==> src/rtl/axi4l_arbiter2_if.sv <==
// AXI4-Lite shared types and the bus interface used on both sides of the arbiter.
// The package comes first so the interface and the arbiter can import it.
package axi4l_pkg;
  typedef logic [31:0] addr_t;
  typedef logic [31:0] data_t;
  typedef logic [3:0]  strb_t;
  typedef logic [1:0]  resp_t;
  localparam resp_t RESP_OKAY   = 2'b00;
  localparam resp_t RESP_SLVERR = 2'b10;
endpackage

interface axi4l_if;
  import axi4l_pkg::*;
  addr_t awaddr;
  logic  awvalid;
  logic  awready;
  data_t wdata;
  strb_t wstrb;
  logic  wvalid;
  logic  wready;
  resp_t bresp;
  logic  bvalid;
  logic  bready;
  addr_t araddr;
  logic  arvalid;
  logic  arready;
  data_t rdata;
  resp_t rresp;
  logic  rvalid;
  logic  rready;

  modport master (
    output awaddr, awvalid, wdata, wstrb, wvalid, bready, araddr, arvalid, rready,
    input  awready, wready, bresp, bvalid, arready, rdata, rresp, rvalid
  );

  modport slave (
    input  awaddr, awvalid, wdata, wstrb, wvalid, bready, araddr, arvalid, rready,
    output awready, wready, bresp, bvalid, arready, rdata, rresp, rvalid
  );
endinterface

==> src/rtl/axi4l_arbiter2.sv <==
// Two-to-one AXI4-Lite arbiter: independent round-robin write and read FSMs,
// one outstanding transaction per channel, combinational payload muxes.
module axi4l_arbiter2
  import axi4l_pkg::*;
(
  input  logic    aclk,
  input  logic    aresetn,
  axi4l_if.slave  s0,
  axi4l_if.slave  s1,
  axi4l_if.master m
);

  typedef enum logic [1:0] {W_IDLE = 2'd0, W_ADDR = 2'd1, W_RESP = 2'd2} wstate_t;
  typedef enum logic [1:0] {R_IDLE = 2'd0, R_ADDR = 2'd1, R_DATA = 2'd2} rstate_t;

  // Round-robin pick: a lone requester wins, a tie goes to the one that did not win last.
  function automatic logic rr_pick(input logic req0, input logic req1, input logic last);
    logic pick;
    if (req0 && req1) begin
      pick = ~last;
    end else begin
      pick = req1;
    end
    return pick;
  endfunction

  wstate_t wstate_r, wstate_s;
  rstate_t rstate_r, rstate_s;
  logic    wgnt_r, wgnt_s, wlast_r, wlast_s;
  logic    aw_done_r, aw_done_s, w_done_r, w_done_s;
  logic    rgnt_r, rgnt_s, rlast_r, rlast_s;

  logic    sel_awvalid_s, sel_wvalid_s, sel_bready_s, sel_arvalid_s, sel_rready_s;
  logic    aw_hs_s, w_hs_s, b_hs_s, ar_hs_s, r_hs_s;

  assign sel_awvalid_s = wgnt_r ? s1.awvalid : s0.awvalid;
  assign sel_wvalid_s  = wgnt_r ? s1.wvalid  : s0.wvalid;
  assign sel_bready_s  = wgnt_r ? s1.bready  : s0.bready;
  assign sel_arvalid_s = rgnt_r ? s1.arvalid : s0.arvalid;
  assign sel_rready_s  = rgnt_r ? s1.rready  : s0.rready;

  assign aw_hs_s = (wstate_r == W_ADDR) & sel_awvalid_s & ~aw_done_r & m.awready;
  assign w_hs_s  = (wstate_r == W_ADDR) & sel_wvalid_s  & ~w_done_r  & m.wready;
  assign b_hs_s  = (wstate_r == W_RESP) & m.bvalid & sel_bready_s;
  assign ar_hs_s = (rstate_r == R_ADDR) & sel_arvalid_s & m.arready;
  assign r_hs_s  = (rstate_r == R_DATA) & m.rvalid & sel_rready_s;

  // Write FSM state, grant, last winner and per-channel completion flags
  always_ff @(posedge aclk) begin
    if (!aresetn) begin
      wstate_r  <= W_IDLE;
      wgnt_r    <= 1'b0;
      wlast_r   <= 1'b1;
      aw_done_r <= 1'b0;
      w_done_r  <= 1'b0;
    end else begin
      wstate_r  <= wstate_s;
      wgnt_r    <= wgnt_s;
      wlast_r   <= wlast_s;
      aw_done_r <= aw_done_s;
      w_done_r  <= w_done_s;
    end
  end

  // Write FSM next state: AW and W may complete in either order before the response
  always_comb begin
    wstate_s  = wstate_r;
    wgnt_s    = wgnt_r;
    wlast_s   = wlast_r;
    aw_done_s = aw_done_r;
    w_done_s  = w_done_r;
    case (wstate_r)
      W_IDLE: begin
        if (s0.awvalid || s1.awvalid) begin
          wgnt_s    = rr_pick(s0.awvalid, s1.awvalid, wlast_r);
          wlast_s   = wgnt_s;
          aw_done_s = 1'b0;
          w_done_s  = 1'b0;
          wstate_s  = W_ADDR;
        end else begin
          wstate_s  = W_IDLE;
        end
      end
      W_ADDR: begin
        aw_done_s = aw_done_r | aw_hs_s;
        w_done_s  = w_done_r | w_hs_s;
        if (aw_done_s && w_done_s) begin
          wstate_s = W_RESP;
        end else begin
          wstate_s = W_ADDR;
        end
      end
      W_RESP: begin
        if (b_hs_s) begin
          wstate_s = W_IDLE;
        end else begin
          wstate_s = W_RESP;
        end
      end
      default: wstate_s = W_IDLE;
    endcase
  end

  // Write channel routing; payload always follows the grant, valids/readies only when active
  always_comb begin
    m.awaddr   = wgnt_r ? s1.awaddr : s0.awaddr;
    m.wdata    = wgnt_r ? s1.wdata  : s0.wdata;
    m.wstrb    = wgnt_r ? s1.wstrb  : s0.wstrb;
    m.awvalid  = 1'b0;
    m.wvalid   = 1'b0;
    m.bready   = 1'b0;
    s0.awready = 1'b0;
    s0.wready  = 1'b0;
    s0.bvalid  = 1'b0;
    s0.bresp   = RESP_OKAY;
    s1.awready = 1'b0;
    s1.wready  = 1'b0;
    s1.bvalid  = 1'b0;
    s1.bresp   = RESP_OKAY;
    case (wstate_r)
      W_ADDR: begin
        m.awvalid = sel_awvalid_s & ~aw_done_r;
        m.wvalid  = sel_wvalid_s & ~w_done_r;
        if (wgnt_r) begin
          s1.awready = m.awready & ~aw_done_r;
          s1.wready  = m.wready & ~w_done_r;
        end else begin
          s0.awready = m.awready & ~aw_done_r;
          s0.wready  = m.wready & ~w_done_r;
        end
      end
      W_RESP: begin
        m.bready = sel_bready_s;
        if (wgnt_r) begin
          s1.bvalid = m.bvalid;
          s1.bresp  = m.bresp;
        end else begin
          s0.bvalid = m.bvalid;
          s0.bresp  = m.bresp;
        end
      end
      default: m.bready = 1'b0;
    endcase
  end

  // Read FSM state, grant and last winner
  always_ff @(posedge aclk) begin
    if (!aresetn) begin
      rstate_r <= R_IDLE;
      rgnt_r   <= 1'b0;
      rlast_r  <= 1'b1;
    end else begin
      rstate_r <= rstate_s;
      rgnt_r   <= rgnt_s;
      rlast_r  <= rlast_s;
    end
  end

  // Read FSM next state
  always_comb begin
    rstate_s = rstate_r;
    rgnt_s   = rgnt_r;
    rlast_s  = rlast_r;
    case (rstate_r)
      R_IDLE: begin
        if (s0.arvalid || s1.arvalid) begin
          rgnt_s   = rr_pick(s0.arvalid, s1.arvalid, rlast_r);
          rlast_s  = rgnt_s;
          rstate_s = R_ADDR;
        end else begin
          rstate_s = R_IDLE;
        end
      end
      R_ADDR: begin
        if (ar_hs_s) begin
          rstate_s = R_DATA;
        end else begin
          rstate_s = R_ADDR;
        end
      end
      R_DATA: begin
        if (r_hs_s) begin
          rstate_s = R_IDLE;
        end else begin
          rstate_s = R_DATA;
        end
      end
      default: rstate_s = R_IDLE;
    endcase
  end

  // Read channel routing; a non-granted master sees zero data and OKAY
  always_comb begin
    m.araddr   = rgnt_r ? s1.araddr : s0.araddr;
    m.arvalid  = 1'b0;
    m.rready   = 1'b0;
    s0.arready = 1'b0;
    s0.rvalid  = 1'b0;
    s0.rdata   = 32'h0000_0000;
    s0.rresp   = RESP_OKAY;
    s1.arready = 1'b0;
    s1.rvalid  = 1'b0;
    s1.rdata   = 32'h0000_0000;
    s1.rresp   = RESP_OKAY;
    case (rstate_r)
      R_ADDR: begin
        m.arvalid = sel_arvalid_s;
        if (rgnt_r) begin
          s1.arready = m.arready;
        end else begin
          s0.arready = m.arready;
        end
      end
      R_DATA: begin
        m.rready = sel_rready_s;
        if (rgnt_r) begin
          s1.rvalid = m.rvalid;
          s1.rdata  = m.rdata;
          s1.rresp  = m.rresp;
        end else begin
          s0.rvalid = m.rvalid;
          s0.rdata  = m.rdata;
          s0.rresp  = m.rresp;
        end
      end
      default: m.rready = 1'b0;
    endcase
  end

endmodule

==> src/flat_wrapper.sv <==
// flat-port wrapper written by rule: the top's interface ports become plain ports
module axi4l_arbiter2_flat import axi4l_pkg::*;
  (aclk, aresetn, s0_awaddr, s0_awvalid, s0_wdata, s0_wstrb, s0_wvalid, s0_bready, s0_araddr, s0_arvalid, s0_rready, s0_awready, s0_wready, s0_bresp, s0_bvalid, s0_arready, s0_rdata, s0_rresp, s0_rvalid, s1_awaddr, s1_awvalid, s1_wdata, s1_wstrb, s1_wvalid, s1_bready, s1_araddr, s1_arvalid, s1_rready, s1_awready, s1_wready, s1_bresp, s1_bvalid, s1_arready, s1_rdata, s1_rresp, s1_rvalid, m_awaddr, m_awvalid, m_wdata, m_wstrb, m_wvalid, m_bready, m_araddr, m_arvalid, m_rready, m_awready, m_wready, m_bresp, m_bvalid, m_arready, m_rdata, m_rresp, m_rvalid);
  axi4l_if s0_i ();
  axi4l_if s1_i ();
  axi4l_if m_i ();
  input  logic aclk;
  input  logic aresetn;
  input wire logic [$bits(s0_i.awaddr)-1:0] s0_awaddr;
  input wire logic [$bits(s0_i.awvalid)-1:0] s0_awvalid;
  input wire logic [$bits(s0_i.wdata)-1:0] s0_wdata;
  input wire logic [$bits(s0_i.wstrb)-1:0] s0_wstrb;
  input wire logic [$bits(s0_i.wvalid)-1:0] s0_wvalid;
  input wire logic [$bits(s0_i.bready)-1:0] s0_bready;
  input wire logic [$bits(s0_i.araddr)-1:0] s0_araddr;
  input wire logic [$bits(s0_i.arvalid)-1:0] s0_arvalid;
  input wire logic [$bits(s0_i.rready)-1:0] s0_rready;
  output wire logic [$bits(s0_i.awready)-1:0] s0_awready;
  output wire logic [$bits(s0_i.wready)-1:0] s0_wready;
  output wire logic [$bits(s0_i.bresp)-1:0] s0_bresp;
  output wire logic [$bits(s0_i.bvalid)-1:0] s0_bvalid;
  output wire logic [$bits(s0_i.arready)-1:0] s0_arready;
  output wire logic [$bits(s0_i.rdata)-1:0] s0_rdata;
  output wire logic [$bits(s0_i.rresp)-1:0] s0_rresp;
  output wire logic [$bits(s0_i.rvalid)-1:0] s0_rvalid;
  input wire logic [$bits(s1_i.awaddr)-1:0] s1_awaddr;
  input wire logic [$bits(s1_i.awvalid)-1:0] s1_awvalid;
  input wire logic [$bits(s1_i.wdata)-1:0] s1_wdata;
  input wire logic [$bits(s1_i.wstrb)-1:0] s1_wstrb;
  input wire logic [$bits(s1_i.wvalid)-1:0] s1_wvalid;
  input wire logic [$bits(s1_i.bready)-1:0] s1_bready;
  input wire logic [$bits(s1_i.araddr)-1:0] s1_araddr;
  input wire logic [$bits(s1_i.arvalid)-1:0] s1_arvalid;
  input wire logic [$bits(s1_i.rready)-1:0] s1_rready;
  output wire logic [$bits(s1_i.awready)-1:0] s1_awready;
  output wire logic [$bits(s1_i.wready)-1:0] s1_wready;
  output wire logic [$bits(s1_i.bresp)-1:0] s1_bresp;
  output wire logic [$bits(s1_i.bvalid)-1:0] s1_bvalid;
  output wire logic [$bits(s1_i.arready)-1:0] s1_arready;
  output wire logic [$bits(s1_i.rdata)-1:0] s1_rdata;
  output wire logic [$bits(s1_i.rresp)-1:0] s1_rresp;
  output wire logic [$bits(s1_i.rvalid)-1:0] s1_rvalid;
  output wire logic [$bits(m_i.awaddr)-1:0] m_awaddr;
  output wire logic [$bits(m_i.awvalid)-1:0] m_awvalid;
  output wire logic [$bits(m_i.wdata)-1:0] m_wdata;
  output wire logic [$bits(m_i.wstrb)-1:0] m_wstrb;
  output wire logic [$bits(m_i.wvalid)-1:0] m_wvalid;
  output wire logic [$bits(m_i.bready)-1:0] m_bready;
  output wire logic [$bits(m_i.araddr)-1:0] m_araddr;
  output wire logic [$bits(m_i.arvalid)-1:0] m_arvalid;
  output wire logic [$bits(m_i.rready)-1:0] m_rready;
  input wire logic [$bits(m_i.awready)-1:0] m_awready;
  input wire logic [$bits(m_i.wready)-1:0] m_wready;
  input wire logic [$bits(m_i.bresp)-1:0] m_bresp;
  input wire logic [$bits(m_i.bvalid)-1:0] m_bvalid;
  input wire logic [$bits(m_i.arready)-1:0] m_arready;
  input wire logic [$bits(m_i.rdata)-1:0] m_rdata;
  input wire logic [$bits(m_i.rresp)-1:0] m_rresp;
  input wire logic [$bits(m_i.rvalid)-1:0] m_rvalid;
  assign s0_i.awaddr = s0_awaddr;
  assign s0_i.awvalid = s0_awvalid;
  assign s0_i.wdata = s0_wdata;
  assign s0_i.wstrb = s0_wstrb;
  assign s0_i.wvalid = s0_wvalid;
  assign s0_i.bready = s0_bready;
  assign s0_i.araddr = s0_araddr;
  assign s0_i.arvalid = s0_arvalid;
  assign s0_i.rready = s0_rready;
  assign s0_awready = s0_i.awready;
  assign s0_wready = s0_i.wready;
  assign s0_bresp = s0_i.bresp;
  assign s0_bvalid = s0_i.bvalid;
  assign s0_arready = s0_i.arready;
  assign s0_rdata = s0_i.rdata;
  assign s0_rresp = s0_i.rresp;
  assign s0_rvalid = s0_i.rvalid;
  assign s1_i.awaddr = s1_awaddr;
  assign s1_i.awvalid = s1_awvalid;
  assign s1_i.wdata = s1_wdata;
  assign s1_i.wstrb = s1_wstrb;
  assign s1_i.wvalid = s1_wvalid;
  assign s1_i.bready = s1_bready;
  assign s1_i.araddr = s1_araddr;
  assign s1_i.arvalid = s1_arvalid;
  assign s1_i.rready = s1_rready;
  assign s1_awready = s1_i.awready;
  assign s1_wready = s1_i.wready;
  assign s1_bresp = s1_i.bresp;
  assign s1_bvalid = s1_i.bvalid;
  assign s1_arready = s1_i.arready;
  assign s1_rdata = s1_i.rdata;
  assign s1_rresp = s1_i.rresp;
  assign s1_rvalid = s1_i.rvalid;
  assign m_awaddr = m_i.awaddr;
  assign m_awvalid = m_i.awvalid;
  assign m_wdata = m_i.wdata;
  assign m_wstrb = m_i.wstrb;
  assign m_wvalid = m_i.wvalid;
  assign m_bready = m_i.bready;
  assign m_araddr = m_i.araddr;
  assign m_arvalid = m_i.arvalid;
  assign m_rready = m_i.rready;
  assign m_i.awready = m_awready;
  assign m_i.wready = m_wready;
  assign m_i.bresp = m_bresp;
  assign m_i.bvalid = m_bvalid;
  assign m_i.arready = m_arready;
  assign m_i.rdata = m_rdata;
  assign m_i.rresp = m_rresp;
  assign m_i.rvalid = m_rvalid;
  axi4l_arbiter2 u_core (.aclk(aclk), .aresetn(aresetn), .s0(s0_i), .s1(s1_i), .m(m_i));
endmodule
==> config.mk <==
export PLATFORM = sky130hd
export DESIGN_NAME = axi4l_arbiter2_flat
export DESIGN_NICKNAME = d
export VERILOG_FILES = /design/src/rtl/axi4l_arbiter2_if.sv /design/src/rtl/axi4l_arbiter2.sv /design/src/flat_wrapper.sv
export SDC_FILE = /design/constraint.sdc
export NUM_CORES = 1
export LEC_CHECK = 0
export BUFFER_PORTS_ARGS = -buffer_cell sky130_fd_sc_hd__buf_2
export CORE_AREA = 2 2 171 173
export DETAILED_ROUTE_END_ITERATION = 6
export DIE_AREA = 0 0 173 175
export GPL_TIMING_DRIVEN = 0
export PLACE_DENSITY = 0.44
export SYNTH_ARGS = -nofsm -noshare
export SYNTH_HDL_FRONTEND = slang
export SYNTH_SLANG_ARGS = --single-unit
==> constraint.sdc <==
create_clock -name aclk -period 1.4 [get_ports aclk]
set_clock_uncertainty 0.2 [all_clocks]
set_input_delay 0.07 -clock aclk [delete_from_list [all_inputs] [get_ports aclk]]
set_output_delay 0.07 -clock aclk [all_outputs]
set_load 0.005 [all_outputs]
# [Yosys cells after proc, flatten, opt, wreduce, memory -nomap -nowiden]
# Cells that the tools add are included.
[word_totals] ff_bits=10 output_inout_bits=187
[classes] mux=59 n_eq_ne=5 reduce_logical=11 bitwise_logic=22
[ops] cell="$mux 32" n=7
[ops] cell="$mux 1" n=35
[ops] cell="$mux 2" n=12
[ops] cell="$and 1x1->1" n=16
[ops] cell="$pmux 2 s3" n=2
[ops] cell="$reduce_and 2->1" n=3
[ops] cell="$eq 2x1->1 const B" n=2
[ops] cell="$eq 2x2->1 const B" n=2
[ops] cell="$logic_not 2->1" n=2
[ops] cell="$mux 4" n=1
[ops] cell="$not 1->1" n=4
[ops] cell="$pmux 1 s2" n=2
[ops] cell="$logic_and 1x1->1" n=3
[ops] cell="$logic_or 1x1->1" n=2
[ops] cell="$ne 2x1->1 const B" n=1
[ops] cell="$or 1x1->1" n=2
[ops] cell="$reduce_bool 2->1" n=1

# [Longest topological paths before layout]
# Gate-level depths: netlist of run 1.
[logic_depth] depth_word=8 depth_mapped=5 depth_no_buf=3

# [Worst setup path after synthesis of run 1]
# Ideal clock, no wire load.
[synth_path] path_kind="register -> register" startpoint="register u_core.wstate_r[0]" endpoint="register u_core.wstate_r[0]" slack_ps=-3 path_buffers=0 setup_time_ps=120 arrival_ps=1083 t_required_ps=1080 path_stages_with_launch=4 cell_sequence="dfxtp_1 nand2b_4 o31a_1 o31a_1"
[synth_between] elab_chain_len=8 elab_cells_between_ends=14 classes_between="eq/ne: 2; mux: 2; bitwise: 8; reduce/logical: 2"
[synth_lines] item="start: declaration" line_no="axi4l_arbiter2.sv:27" text="wstate_t wstate_r, wstate_s;"
[synth_lines] item="start signal: assignment" line_no="axi4l_arbiter2.sv:57" text="wstate_r <= wstate_s;"
[synth_lines] item="$eq 2x1->1" line_no="axi4l_arbiter2.sv:42, axi4l_arbiter2.sv:43, axi4l_arbiter2.sv:72"
[synth_lines] item="$and 1x1->1 (on tied branches) (3 in series)" line_no="axi4l_arbiter2.sv:42, axi4l_arbiter2.sv:43"
[synth_lines] item="$or 1x1->1 (on tied branches)" line_no="axi4l_arbiter2.sv:85, axi4l_arbiter2.sv:86"
[synth_lines] item="$logic_and 1x1->1" line_no="axi4l_arbiter2.sv:87" text="if (aw_done_s && w_done_s) begin"
[synth_lines] item="$mux 2" line_no="axi4l_arbiter2.sv:87"
[synth_lines] item="$pmux 2 s3 *" line_no="axi4l_arbiter2.sv:72" text="case (wstate_r)"
# Every way passes the cells marked *; elsewhere a longest branch is shown, timed or not.
# A chain may end at the register's enable or synchronous reset.

# [Final worst setup path of run 1]
[layout_path] startpoint="register u_core.rgnt_r" endpoint="output port s1_rdata[12]"
[layout_between] elab_chain_len=2
[layout_lines] item="start: declaration" line_no="axi4l_arbiter2.sv:31" text="logic rgnt_r, rgnt_s, rlast_r, rlast_s;"
[layout_lines] item="start signal: assignment" line_no="axi4l_arbiter2.sv:154" text="rgnt_r <= rgnt_s;"
[layout_lines] item="$mux 32" line_no="axi4l_arbiter2.sv:216" text="if (rgnt_r) begin"
[layout_lines] item="$mux 32" line_no="axi4l_arbiter2.sv:205" text="case (rstate_r)"
[layout_lines] item="end: declaration" line_no="flat_wrapper.sv:40" text="output wire logic [$bits(s1_i.rdata)-1:0] s1_rdata;"
# Every way passes these cells.

==> flow_metrics.py, run 1 <==
metrics = {
    "status": {
        "outcome": "finished, violations left",
        "violations": "setup timing",
    },
    "routing": {
        "wl_per_cell_um": 15.0,
        "drc_errors": 0,
        "initialDrtViolationCount": 117,
        "vias": 3960,
        "routed_wl_um": 17000,
        "ant_nets": 0,
        "viasPerCell": 3.49,
        "drtPass1Iterations": 4,
    },
    "critical_path": {
        "worstSetupPathType": "reg2out",
        "r2r_start": "u_core.wgnt_r$_SDFFE_PN0P_",
        "crit_buf_inv": 4,
        "max_stage_delay_ps": 370,
        "r2r-end": "u_core.wstate_r[0]$_SDFF_PN0_",
        "cp-start-kind": "flip-flop",
        "path_cells": "clkinvlp_4, nor2_4, buf_12, clkbuf_8, and2_4, buf_6",
        "r2r_cells": 5,
        "crit_fanout": 6,
        "arrival_ps": 1420,
        "crit_family": "buffers and inverters",
        "critical_path_required_ps": 1130,
        "reg2reg_slack_ps": -280,
        "cp_slowest_cell": "dfxtp_4",
        "end_kind": "output port",
    },
    "final_layout": {
        "final_core_util_pct": 25.0,
        "antennaDiodeCount": 0,
        "final_layout_size_suffix_gt1_share_pct": 89.2,
        "synthToLayoutAreaGrowth_pct": 208,
        "stdcell_area_um2": 7110,
        "nNetsFinal": 1004,
        "num-fill-cells": 3086,
    },
    "global_routing": {
        "grt_use_total_pct": 9.20,
        "gr-usage-met2_pct": 16.1,
        "grt_max_degree": 11,
        "met3_usage_pct": 1.83,
        "antenna_found_initial": 2,
        "first_global_vias": 3705,
        "met1_usage_pct": 11.6,
        "grt_pass1_wl_um": 21800,
        "grt_overflow": 0,
        "grt.busiest_layer": "met2",
    },
    "timing": {
        "fin_crit_ps": 1690,
        "worst_slew_pin_slew_ps": 584,
        "relSlewSlack_pct": 61.0,
        "slew_violations": 0,
        "fin_crit_sh_pct": 121,
        "rsz0062_at_grt": "true",
        "setup_tns_ps": -42190,
        "max_freq_mhz": 592,
        "worst_slack_ps": -289,
        "hold_viol": 0,
        "hold_ws_ps": 12.5,
        "setup_viol": 193,
    },
    "place": {
        "portBuffers": 438,
        "dpl.hpwl_um": 12800,
        "placed_area_um2": 4980,
        "place_congestion": 0.759,
    },
    "synthesis": {
        "syn_inst": 275,
        "yosys_warnings": 0,
        "syn_avg_cell_area_um2": 8.40,
        "ys.flop_type": "dfxtp_1",
        "synth_edf_count": 0,
        "synth.top_cell.area_share_pct": 48.7,
        "yosysUniqueCellTypes": 29,
        "yosys-top-cells-area": "mux2_2 (49%), and2_1 (18%), dfxtp_1 (8.7%)",
        "synthTopCellsByCount": "mux2_2 (100), and2_1 (68), nor2_1 (13)",
        "async_flop_share_pct": 0,
        "syn_nets": 528,
        "synth_seq_cells": 10,
        "yosysMostFrequentCell": "mux2_2",
        "syn_area_um2": 2310,
        "ys_seq_area_share_pct": 8.66,
        "yosys.area.top_type": "mux2_2",
    },
    "min_path": {
        "whs_path_depth": 3,
        "hold_end": "u_core.rgnt_r$_SDFFE_PN0P_",
        "hold_class": "in2reg",
        "hp-start": "s1_arvalid",
    },
    "die": {
        "pin_count": 440,
        "dieArea_um2": 30300,
        "core_area_um2": 28400,
        "dieWidth_um": 173,
        "rows": 62,
        "die_y_um": 175,
        "start_util_pct": 8.14,
    },
    "power_and_ir_drop": {
        "p_clk_share_pct": 19.9,
        "combPwrFrac_pct": 68.9,
        "ir_drop_v": 0.000223,
        "total_power_mw": 2.92,
        "pwr-share-seq_pct": 11.2,
        "cellPowerDensity_nw_per_um2": 411,
        "cellLeakagePower_nw": 3.66,
        "switching_share_pct": 30.4,
        "switchingPower_mw": 0.888,
        "intPower_mw": 2.03,
    },
    "clock_tree": {
        "cts_tree": "yes",
        "cts_root_buf": "clkbuf_16",
        "cts_max_path_buffers": 2,
        "cts.sinks": 10,
        "insertion_delay_ps": 240,
        "numCtsBuffers": 3,
        "cts_max_level": 1,
        "clk_pin_slew_ps": 40,
    },
    "run": {
        "cap_violations": 0,
    },
}
-- area by class of cell --
class / instances / area, um2 / share of cell area (%)
buffer: 20 / 347 / 4.87
timing repair buffer: 470 / 3380 / 47.5
inverter: 8 / 33.8 / 0.475
multi-input combinational: 238 / 2560 / 36.0
sequential: 10 / 223 / 3.13
tap: 384 / 480 / 6.76
clock buffer: 4 / 88.8 / 1.25
-- power groups by stage --
stage          combinational [mW]  sequential, mW  clock (mW)
5_1_grt                      2.13           0.329       0.616
2_1_floorplan               0.534           0.325           0
4_1_cts                      1.60           0.327       0.604
3_3_place_gp                 1.25           0.329           0
6_report                     2.01           0.327       0.582
3_5_place_dp                 1.26           0.330           0
-- worst max-delay path by stage --
stage / from / endpoint / slack (ps) / cells past startpoint
final: u_core.rgnt_r$_SDFFE_PN0P_ / s1_rdata[12] / -290 / 6
after floorplan: u_core.wgnt_r$_SDFFE_PN0P_ / u_core.wstate_r[0]$_SDFF_PN0_ / 2 / 4
after global placement: u_core.rstate_r[1]$_SDFF_PN0_ / s1_rdata[12] / -370 / 5
after CTS: u_core.wgnt_r$_SDFFE_PN0P_ / m_wdata[31] / -300 / 4
after detailed placement: u_core.rstate_r[1]$_SDFF_PN0_ / s1_rdata[12] / -380 / 5
after global routing: u_core.rgnt_r$_SDFFE_PN0P_ / s1_rdata[25] / -340 / 6
-- routing by layer --
| metal | up-vias | share of wire, % |
|---|---|---|
| met5 | - | 0.15 |
| met4 | 4 | 0.94 |
| met3 | 14 | 5.1 |
| met2 | 162 | 53 |
| met1 | 1868 | 41 |
| li1 | 1912 | - |
-- what timing repair did --
| item | CTS | global route |
|---|---|---|
| pin swaps | 49 | 29 |
| buffers inserted | 12 | 6 |
| cloned | 8 | 3 |
| hold endpoints to repair | 5 | 0 |
| hold buffers | 4 | 0 |
| resized for setup | 186 | 193 |
| endpoints found under the setup margin | 191 | 196 |
-- state kept, by name (all words and copies together) (netlist names) --
register          count
u_core.rgnt_r         1
u_core.wstate_r       2
u_core.aw_done_r      1
u_core.rlast_r        1
u_core.rstate_r       2
u_core.wgnt_r         1
u_core.wlast_r        1
u_core.w_done_r       1
-- layout by cell type (no fill, tap or decap), types with 9 or more instances in the layout --
cell type	instances
and2_1	19
buf_12	12
and2_4	49
buf_4	9
mux2_4	79
buf_6	130
nor2_1	10
buf_2	316
mux2_2	21
nand2_1	11
-- per-stage QoR --
stage	std cells	setup WS, ps
2_1_floorplan	275	2.46
3_3_place_gp	1097	-373
3_5_place_dp	1097	-377
4_1_cts	1125	-298
5_1_grt	1134	-339
6_report	1134	-289
-- worst register-to-register path, cell delays in order (launching register included) --
cell and delay [ps]:
dfxtp_4 350, buf_6 150, buf_4 140, mux2i_4 190, o31a_1 300, o31a_1 240
-- cell families after synthesis --
| kind of cell | Yosys count | share of synthesized area [%] |
|---|---|---|
| mux | 105 | 50.9 |
| buf+inv | 28 | 5.36 |
| simple gates | 119 | 30.6 |
| compound gates | 13 | 4.49 |
| flops | 10 | 8.66 |
Note: power is estimated with default switching activity, not from simulation.
==> run 2: changes to the inputs <==
--- a/config.mk
+++ b/config.mk
@@ -5,12 +5,13 @@
 export SDC_FILE = /design/constraint.sdc
 export NUM_CORES = 1
 export LEC_CHECK = 0
+export ABC_CLOCK_PERIOD_IN_PS = 1710
 export BUFFER_PORTS_ARGS = -buffer_cell sky130_fd_sc_hd__buf_2
-export CORE_AREA = 2 2 171 173
+export CORE_AREA = 2 2 169 171
 export DETAILED_ROUTE_END_ITERATION = 6
-export DIE_AREA = 0 0 173 175
+export DIE_AREA = 0 0 171 173
 export GPL_TIMING_DRIVEN = 0
-export PLACE_DENSITY = 0.44
+export PLACE_DENSITY = 0.43
 export SYNTH_ARGS = -nofsm -noshare
 export SYNTH_HDL_FRONTEND = slang
 export SYNTH_SLANG_ARGS = --single-unit
==> constraint.sdc (replaced) <==
create_clock -name aclk -period 1.71 [get_ports aclk]
set_clock_uncertainty 0.2 [all_clocks]
set_input_delay 0.0855 -clock aclk [delete_from_list [all_inputs] [get_ports aclk]]
set_output_delay 0.0855 -clock aclk [all_outputs]
set_load 0.005 [all_outputs]
==> run 2 against run 1 <==
- the flow now finishes without violations
- count of clock-buffer cells in the layout stayed put
- combinational power fell by 37%
- worst hold slack improved by 31 ps
- wire length fell by 10%
- sequential share of layout area up 0.54 points
- first-iteration DRC count down 6.8%
- worst setup slack better by 290 ps
- total power fell by 31%
- register-to-register slack gained 320 ps
- global-route usage shrank 0.69 points
- final area fell by 19%
- critical path type unchanged
- largest power group unchanged
==> flow_metrics.py, run 2 (same netlist as run 1, synthesis figures left out) <==
metrics = {
    "timing": {
        "worst_slack_ps": 0.785,
        "worst_slew_pin_slew_ps": 575,
        "setup_viol": 0,
        "hold_ws_ps": 43.9,
        "rsz0062_at_grt": "true",
        "fin_crit_ps": 1710,
        "relSlewSlack_pct": 61.7,
        "setup_tns_ps": 0,
        "fin_crit_sh_pct": 100,
        "slew_violations": 0,
        "max_freq_mhz": 585,
        "hold_viol": 0,
    },
    "final_layout": {
        "final_common_cell": "buf_2",
        "final_layout_size_suffix_gt1_share_pct": 80.7,
        "final_cell_mix": "buf_2 (429), mux2_2 (74), and2_1 (67), mux2_4 (26), nor2_1 (12)",
        "nNetsFinal": 991,
        "top_regs": "u_core.rstate_r (2), u_core.wstate_r (2)",
        "synthToLayoutAreaGrowth_pct": 149,
    },
    "critical_path": {
        "end_kind": "output port",
        "arrival_ps": 1420,
        "crit_fanout": 10,
        "crit_buf_inv": 2,
        "cp-start-kind": "flip-flop",
        "path_cells": "nand2b_4, nor2_4, clkbuf_8, and2_4, buf_2",
        "crit_family": "simple AND/OR/NAND/NOR gates",
        "critical_path_required_ps": 1420,
        "worstSetupPathType": "reg2out",
        "cp_slowest_cell": "dfxtp_2",
        "max_stage_delay_ps": 340,
    },
    "routing": {
        "ant_nets": 0,
        "wl_per_cell_um": 13.7,
        "viasPerCell": 3.40,
        "initialDrtViolationCount": 109,
        "vias": 3793,
        "routed_wl_um": 15200,
        "drtPass1Iterations": 4,
        "drc_errors": 0,
    },
    "die": {
        "die_y_um": 173,
        "pin_count": 440,
        "rows": 61,
        "core_area_um2": 27600,
        "dieArea_um2": 29600,
        "start_util_pct": 8.36,
        "dieWidth_um": 171,
    },
    "power_and_ir_drop": {
        "intPower_mw": 1.39,
        "pwr-share-seq_pct": 13.7,
        "ir_drop_v": 0.000172,
        "total_power_mw": 2.00,
        "switchingPower_mw": 0.614,
        "switching_share_pct": 30.7,
        "cellPowerDensity_nw_per_um2": 348,
        "cellLeakagePower_nw": 3.14,
        "p_clk_share_pct": 23.5,
        "combPwrFrac_pct": 62.8,
    },
    "clock_tree": {
        "cts_max_path_buffers": 2,
        "cts.sinks": 10,
        "clk_pin_slew_ps": 40,
        "cts_tree": "yes",
        "cts_max_level": 1,
        "cts_root_buf": "clkbuf_16",
        "insertion_delay_ps": 240,
        "numCtsBuffers": 3,
    },
    "global_routing": {
        "antenna_found_initial": 2,
        "grt_max_degree": 11,
        "first_global_vias": 3396,
        "grt_use_total_pct": 8.51,
        "grt_pass1_wl_um": 19500,
        "grt_overflow": 0,
    },
    "place": {
        "place_congestion": 0.826,
        "dpl.hpwl_um": 12700,
        "portBuffers": 438,
        "pre_cts_ws_ps": -42.4,
    },
    "status": {
        "outcome": "complete, no violations",
    },
    "run": {
        "cap_violations": 0,
    },
    "min_path": {
        "hold_class": "in2reg",
    },
}
[run 2: changes by cell type in the layout (fill, tap and decap cells not counted), moves of 3 or more]
cell,delta
mux2_2,+53
mux2i_1,+3
and2_1,+48
dfxtp_4,-4
and2_4,-48
buf_2,+113
mux2_4,-53
buf_6,-119
buf_12,-3
dfxtp_2,+3
[run 2: per-stage QoR]
| step | cell area [um2] | utilization [%] | instances |
|---|---|---|---|
| 5_1_grt | 5760 | 20.9 | 1116 |
| 3_5_place_dp | 4980 | 18.0 | 1091 |
| 2_1_floorplan | 2310 | - | 275 |
| 4_1_cts | 5280 | 19.1 | 1101 |
| 6_report | 5760 | 20.9 | 1116 |
| 3_3_place_gp | 4980 | 18.0 | 1091 |
[run 2: metal layers]
| metal | global-route usage [%] | wire (um) | up-vias |
|---|---|---|---|
| met1 | 10.8 | 6680 | 1701 |
| met3 | 1.44 | 989 | 13 |
| met5 | 0 | 13 | - |
| met2 | 15.4 | 7470 | 189 |
| li1 | - | - | 1888 |
| met4 | 0.953 | 94 | 2 |
[run 2: worst paths after layout]
path | depth (start not counted) | start | slack, ps | endpoint
worst max-delay path | 5 | u_core.rstate_r[0]$_SDFF_PN0_ | 0.8 | s0_rdata[11]
worst min-delay path | 3 | s0_arvalid | 40 | u_core.rstate_r[0]$_SDFF_PN0_
worst min register to register | 1 | u_core.rstate_r[1]$_SDFF_PN0_ | 290 | u_core.rstate_r[0]$_SDFF_PN0_
worst max register to register | 5 | u_core.wgnt_r$_SDFFE_PN0P_ | 40 | u_core.wstate_r[0]$_SDFF_PN0_
[run 2: power groups by stage]
stage                     combinational, mW  clock, mW  sequential [mW]
after floorplan                       0.437          0            0.265
final                                  1.26      0.471            0.275
after global routing                   1.36      0.503            0.277
after global placement                 1.02          0            0.269
after CTS                              1.08      0.490            0.268
after detailed placement               1.03          0            0.269
[run 2: tightest hold or removal path, stage by stage]
cell and delay (ps):
buf_2 120, nor3_1 160, nor4b_1 70
[run 2: repair_timing]
action                                  CTS  global route
gates resized for setup                  48            76
endpoints found under the setup margin  173           137
hold endpoints to repair                  5             0
gates cloned                              1             6
buffers inserted                          1             8
hold buffers                              4             0
[run 2: cell type report]
class	instances	area [um2]
fillers	3098	21900
repair buffers	458	2510
multi-input cells	237	2130
well taps	378	473
plain buffers	20	312
flip-flops and latches	10	211
clock buffers	4	88.8
inverters	8	30.0
diodes	1	2.50
==> run 3: changes to the inputs <==
--- a/config.mk
+++ b/config.mk
@@ -12,6 +12,7 @@
 export DIE_AREA = 0 0 171 173
 export GPL_TIMING_DRIVEN = 0
 export PLACE_DENSITY = 0.43
+export SETUP_SLACK_MARGIN = 0.2
 export SYNTH_ARGS = -nofsm -noshare
 export SYNTH_HDL_FRONTEND = slang
 export SYNTH_SLANG_ARGS = --single-unit
==> constraint.sdc (replaced) <==
create_clock -name aclk -period 1.71 [get_ports aclk]
set_clock_uncertainty 0.2 [all_clocks]
set_input_delay 0.0855 -clock aclk [delete_from_list [all_inputs] [get_ports aclk]]
set_output_delay 0.0855 -clock aclk [all_outputs]
set_load 0.05 [all_outputs]
==> run 3 against run 2 <==
- the run now ends with setup timing left
- largest cell class unchanged
- core utilization grew 8.4 points
- critical path type unchanged
- total power rose by 72%
- maximum frequency decreased by 2.4%
- via count grew 5.9%
- register-to-register slack lost 50 ps
==> flow_metrics.py, run 3 (same netlist as run 1, synthesis figures left out) <==
metrics = {
    "status": {
        "outcome": "finished, violations left",
        "violations": "setup timing",
    },
    "final_layout": {
        "synthToLayoutAreaGrowth_pct": 250,
        "antennaDiodeCount": 0,
        "nNetsFinal": 1013,
        "final_common_cell": "buf_2",
        "num-fill-cells": 2853,
        "final_cell_mix": "buf_2 (251), buf_8 (118), buf_6 (94), mux2_4 (58), and2_4 (56)",
        "stdcell_area_um2": 8080,
        "final_layout_size_suffix_gt1_share_pct": 93.4,
        "top_regs": "u_core.rstate_r (2), u_core.wstate_r (2)",
    },
    "critical_path": {
        "cp-start-kind": "flip-flop",
        "end_kind": "output port",
        "crit_buf_inv": 4,
        "path_cells": "buf_12, buf_12, buf_12, mux2_4, buf_8",
        "cp_slowest_cell": "dfxtp_4",
        "cp_common_cell": "buf_12",
        "worstSetupPathType": "reg2out",
        "crit_family": "buffers and inverters",
        "crit_fanout": 7,
        "arrival_ps": 1470,
        "critical_path_required_ps": 1420,
        "max_stage_delay_ps": 350,
    },
    "die": {
        "core_area_um2": 27600,
        "dieArea_um2": 29600,
        "die_y_um": 173,
        "rows": 61,
        "start_util_pct": 8.36,
        "dieWidth_um": 171,
        "pin_count": 440,
    },
    "global_routing": {
        "met3_usage_pct": 1.46,
        "antenna_found_initial": 2,
        "first_global_vias": 4207,
        "met1_usage_pct": 11.0,
        "grt_pass1_wl_um": 22600,
        "grt_use_total_pct": 9.81,
        "gr-usage-met2_pct": 18.9,
        "grt_overflow": 0,
        "grt.busiest_layer": "met2",
        "grt_max_degree": 11,
    },
    "routing": {
        "viasPerCell": 3.53,
        "vias": 4016,
        "wl_per_cell_um": 14.6,
        "initialDrtViolationCount": 57,
        "drc_errors": 0,
        "ant_nets": 0,
        "drtPass1Iterations": 4,
        "routed_wl_um": 16500,
    },
    "place": {
        "dpl.hpwl_um": 12000,
        "placed_area_um2": 5210,
        "place_congestion": 0.730,
        "portBuffers": 438,
    },
    "timing": {
        "relSlewSlack_pct": 63.9,
        "fin_crit_ps": 1750,
        "worst_slew_pin_slew_ps": 541,
        "fin_crit_sh_pct": 102,
        "max_freq_mhz": 571,
        "hold_ws_ps": 40.3,
        "slew_violations": 0,
        "worst_slack_ps": -40.9,
        "hold_viol": 0,
        "rsz0062_at_grt": "true",
        "setup_viol": 65,
    },
    "power_and_ir_drop": {
        "cellPowerDensity_nw_per_um2": 427,
        "cellLeakagePower_nw": 3.88,
        "ir_drop_v": 0.000200,
    },
    "clock_tree": {
        "cts_root_buf": "clkbuf_16",
        "cts_max_path_buffers": 2,
        "insertion_delay_ps": 240,
        "cts.sinks": 10,
        "cts_tree": "yes",
        "cts_max_level": 1,
        "numCtsBuffers": 3,
        "clk_pin_slew_ps": 40,
    },
    "min_path": {
        "hold_class": "in2reg",
    },
    "run": {
        "cap_violations": 0,
    },
}
==> run 3: metrics by stage <==
stage / TNS (ps) / power (mW) / util (%) / instances / setup WS (ps)
detailed placement: -15770 / 2.15 / 18.9 / 1091 / -330
CTS: -3900 / 3.25 / 27.1 / 1123 / -76.3
global placement: -16070 / 2.15 / 18.9 / 1091 / -308
floorplan: -860 / 1.59 / - / 275 / -223
global route: -6580 / 3.60 / 29.3 / 1137 / -88.8
finish: -855 / 3.45 / 29.3 / 1137 / -40.9
==> run 3: worst paths after layout <==
check	end	slack (ps)	startpoint	depth (start not counted)
hold / removal	u_core.wgnt_r$_SDFFE_PN0P_	40	s1_awvalid	3
setup reg to reg	u_core.wstate_r[0]$_SDFF_PN0_	-10	u_core.wgnt_r$_SDFFE_PN0P_	5
setup / recovery	m_araddr[28]	-40	u_core.rgnt_r$_SDFFE_PN0P_	5
hold reg to reg	u_core.rlast_r$_SDFFE_PN1P_	300	u_core.rlast_r$_SDFFE_PN1P_	1
==> run 3: final cells by class <==
| cell class | count | area (um2) | area share (%) |
|---|---|---|---|
| flip-flops and latches | 10 | 223 | 2.76 |
| multi-input cells | 237 | 2590 | 32.0 |
| plain buffers | 20 | 353 | 4.37 |
| well taps | 378 | 473 | 5.85 |
| repair buffers | 480 | 4320 | 53.5 |
| clock buffers | 4 | 88.8 | 1.10 |
| inverters | 8 | 33.8 | 0.418 |
==> run 3: repair_timing <==
item | CTS | global route
gates resized for setup | 581 | 120
gates cloned | 8 | 2
hold buffers | 3 | 0
endpoints found under the hold margin | 4 | 0
endpoints found under the setup margin | 192 | 192
setup buffers | 17 | 12
pin swaps | 57 | 14
==> run 3: metal layers <==
metal	up-vias	wire, um	part of all wire, %
li1	1928	-	-
met1	1852	6060	37
met2	213	9210	56
met3	19	1010	6.1
met4	4	253	1.5
met5	-	21	0.13
==> run 3: worst register-to-register path, stage by stage, from the launching register on <==
cell and delay, ps:
dfxtp_4 360, buf_16 160, buf_6 120, mux2i_4 180, o31a_1 300, o31a_1 280
==> run 3: power breakdown <==
part / switching [mW] / internal, mW / leakage, nW
clock: 0.127 / 0.353 / 0.0442
sequential: 0.0232 / 0.246 / 0.0862
combinational: 1.42 / 1.28 / 3.75
